`config.mk`:
```
export PLATFORM = sky130hd
export DESIGN_NAME = stream_packetizer
export DESIGN_NICKNAME = d
export VERILOG_FILES = /design/src/rtl/stream_packetizer.sv
export SDC_FILE = /design/constraint.sdc
export NUM_CORES = 1
export LEC_CHECK = 0
export CAP_MARGIN = 20
export CELL_PAD_IN_SITES_DETAIL_PLACEMENT = 1
export CELL_PAD_IN_SITES_GLOBAL_PLACEMENT = 1
export CORE_MARGIN = 2
export CORE_UTILIZATION = 50
export CTS_CLUSTER_SIZE = 30
export DETAILED_ROUTE_END_ITERATION = 10
export GPL_TIMING_DRIVEN = 0
export PLACE_DENSITY = 0.71
export SETUP_SLACK_MARGIN = 0.02
export SYNTH_ARGS = -nofsm -noshare
export SYNTH_HDL_FRONTEND = slang
export SYNTH_SLANG_ARGS = --single-unit
```
`constraint.sdc`:
```
create_clock -name clk -period 11.1 [get_ports clk]
set_input_delay 2.22 -clock clk [delete_from_list [all_inputs] [get_ports clk]]
set_output_delay 2.22 -clock clk [all_outputs]
set_load 0.02 [all_outputs]
```
`src/rtl/stream_packetizer.sv`:
```
// stream_packetizer: buffers single-beat Avalon-ST words in a small FIFO and
// re-emits them as fixed-length packets with sop/eop framing for the mSGDMA
// stream-to-memory writer. Reports sink back-pressure cycles in stall_cnt.
// Optional feature: define STREAM_PKT_SEQ_CHECK_EN to count breaks in the
// incrementing counter sequence (seq_err_cnt); otherwise seq_err_cnt is 0.
module stream_packetizer #(
  parameter int DATA_W     = 64,
  parameter int FIFO_DEPTH = 16,
  parameter int PKT_LEN    = 256
) (
  input  logic                          clk,
  input  logic                          reset,
  input  logic [DATA_W-1:0]             snk_data,
  input  logic                          snk_valid,
  output logic                          snk_ready,
  input  logic                          snk_sop,
  input  logic                          snk_eop,
  output logic [DATA_W-1:0]             src_data,
  output logic                          src_valid,
  input  logic                          src_ready,
  output logic                          src_sop,
  output logic                          src_eop,
  output logic [$clog2(FIFO_DEPTH):0]   fifo_level,
  output logic [15:0]                   stall_cnt,
  output logic [15:0]                   seq_err_cnt
);

  localparam int AW = $clog2(FIFO_DEPTH);
  localparam int LW = AW + 1;
  localparam int BW = $clog2(PKT_LEN);

  localparam logic [LW-1:0] LEVEL_FULL = LW'(FIFO_DEPTH);
  localparam logic [BW-1:0] BEAT_LAST  = BW'(PKT_LEN - 1);

  logic [DATA_W-1:0] mem [FIFO_DEPTH];
  logic [AW-1:0]     wr_ptr;
  logic [AW-1:0]     rd_ptr;
  logic [LW-1:0]     level;
  logic [LW-1:0]     level_nxt;
  logic              full_q;
  logic              empty_q;
  logic [BW-1:0]     beat_cnt;
  logic              push;
  logic              pop;

  // Upstream framing is deliberately discarded; packets are re-framed here.
  logic unused_snk_framing;
  assign unused_snk_framing = snk_sop ^ snk_eop;

  // Handshakes come straight off registered flags: no same-cycle bypass,
  // so a full FIFO refuses input even while it is being popped.
  assign snk_ready  = !full_q;
  assign src_valid  = !empty_q;
  assign push       = snk_valid && snk_ready;
  assign pop        = src_valid && src_ready;
  assign src_data   = mem[rd_ptr];
  assign src_sop    = src_valid && (beat_cnt == '0);
  assign src_eop    = src_valid && (beat_cnt == BEAT_LAST);
  assign fifo_level = level;

  // Next occupancy: +1 on push only, -1 on pop only, unchanged on both.
  always_comb begin
    // NOTE: default assigned first so every path drives level_nxt (no latch).
    level_nxt = level;
    if (push && !pop) begin
      level_nxt = level + 1'b1;
    end else if (pop && !push) begin
      level_nxt = level - 1'b1;
    end
  end

  // Storage array write; contents are qualified by the pointers/level.
  always_ff @(posedge clk) begin
    // NOTE: the data array is not reset; flushing the pointers and level is
    // enough, and an unreset array maps onto plain RAM.
    if (push) begin
      mem[wr_ptr] <= snk_data;
    end
  end

  // Pointers, occupancy and the registered full/empty flags.
  always_ff @(posedge clk) begin
    // NOTE: state is updated with non-blocking assignments so every register
    // samples pre-edge values regardless of statement order.
    if (reset) begin
      wr_ptr  <= '0;
      rd_ptr  <= '0;
      level   <= '0;
      full_q  <= 1'b0;
      empty_q <= 1'b1;
    end else begin
      if (push) wr_ptr <= wr_ptr + 1'b1;
      if (pop)  rd_ptr <= rd_ptr + 1'b1;
      level   <= level_nxt;
      full_q  <= (level_nxt == LEVEL_FULL);
      empty_q <= (level_nxt == '0);
    end
  end

  // Beat position within the current output packet; advances only on pops,
  // so an empty FIFO mid-packet stalls output without breaking framing.
  always_ff @(posedge clk) begin
    if (reset) begin
      beat_cnt <= '0;
    end else if (pop) begin
      if (beat_cnt == BEAT_LAST) beat_cnt <= '0;
      else                       beat_cnt <= beat_cnt + 1'b1;
    end
  end

  // Saturating count of cycles where the source was held off.
  always_ff @(posedge clk) begin
    if (reset) begin
      stall_cnt <= '0;
    end else if (snk_valid && !snk_ready && (stall_cnt != 16'hFFFF)) begin
      stall_cnt <= stall_cnt + 1'b1;
    end
  end

`ifdef STREAM_PKT_SEQ_CHECK_EN
  logic [DATA_W-1:0] seq_expected;
  logic              seq_seen;
  logic [15:0]       seq_err_q;

  assign seq_err_cnt = seq_err_q;

  // Counter-sequence checker: each accepted word should be previous + 1;
  // on a mismatch count it and resynchronise to the received value.
  always_ff @(posedge clk) begin
    if (reset) begin
      seq_expected <= '0;
      seq_seen     <= 1'b0;
      seq_err_q    <= '0;
    end else if (push) begin
      seq_expected <= snk_data + 1'b1;
      seq_seen     <= 1'b1;
      if (seq_seen && (snk_data != seq_expected) && (seq_err_q != 16'hFFFF)) begin
        seq_err_q <= seq_err_q + 1'b1;
      end
    end
  end
`else
  assign seq_err_cnt = '0;
`endif

endmodule

```
==> reports/summary.txt <==
status: finished clean
CTS buffer count: 107
Worst EP arrival: 4230 ps
Worst Path Max Fanout: 10
setup bufs post-CTS: 0
mux cell area share after synthesis: 17.87%
Resize count post-CTS: 0
final routed DRC violation total: 0
die height: 289.5 um
clock share of power: 39.2%
# Max-Cap Violations: 0
fin. max-slew vios: 0
Clock Sink Count: 1067
CTS Hold Bufs: 0
sequential share of power: 49.5%
Root Driver: clkbuf_16
Die ar.: 83790 um^2
clk buf depth: 3
GRT Residual Overflow: 0
skew final: 19.41 ps
synth top area cells: edfxtp_1 75%, mux4_2 17%, dfxtp_1 2.1%
RSZ-0062 raised after global routing: false
largest net degree at the start of global routing: 22
Worst Setup End Kind: output port
Period Utilization, post-route: 58.14%
std cell rows: 104
part of the power in combinational logic: 11.3%
Synth async-reset ratio: 0%
Die Wd: 289.5 um
vias in the first global route: 21071
final instance area: 48630 um^2
final setup vio count: 0
register bit total from synthesis: 1067
antenna violations before repair: 10
Placed Area: 45090 um^2
Synth cell types: 43
Crit Path Class: reg -> out
Total Power: 9091 uW
wirelength, routed: 100.6 mm
CTS clk-pin slew, worst paths: 60 ps
CORE AREA: 80550 um^2
DR vias: 19500
port bufs: 155
setup_tns: 0 ps
combinational family with the most area after synthesis: multiplexers
clock latency on the worst-skew pair: 670 ps
Post-synth EDFFs: 1024
P_leak: 0.01502 uW
worst slew pin tran: 1219 ps
initial DRC count: 2079
antenna-violating nets left: 0
layout cells sized above 1: 28.01%
# H-tree levels: 3
area leader, netlist: edfxtp_1
vias per cell: 6.080
Peak supply drop: 0.1167 mV
fin nets: 2130
fmax: 155.0 MHz
TritonCTS clock tree: built
CP startpoint kind: flop
GPL Wtd Cong: 0.7886
fin crit period: 6453 ps
Main synth FF type: edfxtp_1
first-pass GRT wire length: 146.0 mm
PwrDens: 186.9 nW/um^2
All-Layer GR Usage: 24.65%
Post-Syn Area: 40750 um^2
Area Growth Syn to Fin: 19.34%
worst hold path class: reg -> reg
Initial Utilization: 50.59%
Power Internal: 7045 uW
Synth Area in XOR/XNOR: 0.5804%
Cells after Synth: 1693
dpl hpwl: 64.19 mm
Syn Area/Cell: 24.07 um^2
YS warnings: 0
switching part of the total: 22.50%
Psw: 2046 uW
share of the synthesized area in the top cell type: 75.47%
Synth Area in Adders: 0.3071%
simple-gate area share of the yosys netlist: 1.655%
most common cell in the netlist: edfxtp_1
relative slew slack: 18.72%
fraction of the mapped netlist area in compound gates: 0.2979%
Synth top cells by count: 1024 x edfxtp_1, 303 x mux4_2, 55 x nor2_1
WL/cell: 31.35 um
IO Pins: 175
Final Hold Viols: 0
Crit path required time: 8880 ps
Detailed Routing Iterations Pass 1: 6
register area share after synthesis: 77.58%
==> flip-flops by register name, indices dropped and copies added (netlist names), named ones only <==
register    count
fifo_level      5
stall_cnt      16
wr_ptr          4
beat_cnt        8
mem          1024
full_q          1
empty_q         1
rd_ptr          4
==> placed cells by master, fill, tap and decap left out, types with 16 or more instances in the layout <==
cell,instances
nor2_1,43
nand2_1,26
conb_1,16
clkinv_1,28
buf_6,56
mux4_2,303
clkbuf_16,111
buf_4,17
mux4_1,17
xor2_1,17
buf_12,28
buf_1,16
clkinv_2,20
dfxtp_1,43
clkbuf_1,54
edfxtp_1,1024
clkdlybuf4s50_1,155
==> final timing paths <==
path | depth (start not counted) | startpoint | endpoint | slack (ps)
max | 5 | flop | src_data[2] | 4650
min | 2 | beat_cnt[1]$_SDFFE_PP0P_ | beat_cnt[1]$_SDFFE_PP0P_ | 500
max reg2reg | 7 | full_q$_SDFF_PP0_ | mem[0][31]$_DFFE_PP_ | 8210
min reg2reg | 2 | beat_cnt[1]$_SDFFE_PP0P_ | beat_cnt[1]$_SDFFE_PP0P_ | 500
==> per-stage QoR <==
step	setup slack [ps]	hold slack, ps	utilization, %	std cells
floorplan	3531	466.4	-	1708
global placement	-3087	482.5	54.23	2923
detailed placement	5385	498.1	55.99	2997
CTS	4655	506.6	60.29	3198
global route	4495	535.4	60.37	3206
finish	4647	500.7	60.37	3207
==> layout make-up <==
| cell class | count | area [um^2] |
|---|---|---|
| clock buffers | 131 | 2863 |
| multi-input cells | 534 | 8608 |
| fillers | 6484 | 31920 |
| repair buffers | 233 | 2908 |
| well taps | 1060 | 1326 |
| diodes | 5 | 12.51 |
| clock inverters | 70 | 605.6 |
| flip-flops and latches | 1067 | 31610 |
| plain buffers | 99 | 664.4 |
| inverters | 8 | 30.03 |
==> cells by family after synthesis <==
family	Yosys count
fa+ha+maj	10
flops	1067
mux	321
xor+xnor	27
simple gates	141
other cells	1
buf+inv	107
compound gates	19
==> power groups by stage <==
stage          registers, uW  clock network [uW]  logic, uW
2_1_floorplan           4590                   0        625
3_3_place_gp            4600                   0        986
3_5_place_dp            4590                   0       1030
4_1_cts                 4500                3600       1040
5_1_grt                 4510                3750       1080
6_report                4500                3560       1020
==> worst max-delay path, stage by stage, from the launching register on <==
cell and delay (ps):
dfxtp_1 440, clkbuf_1 740, buf_1 830, mux4_2 430, mux4_2 560, clkdlybuf4s50_1 580
==> routing by layer <==
metal  up-vias  track usage, %  wire, um
li1       7956               -         -
met2       797           40.20     50230
met1     10591           34.64     40960
met4        10           7.539      2153
met3       146           4.087      7154
met5         -               0        56
(Power assumes the default switching activity.)
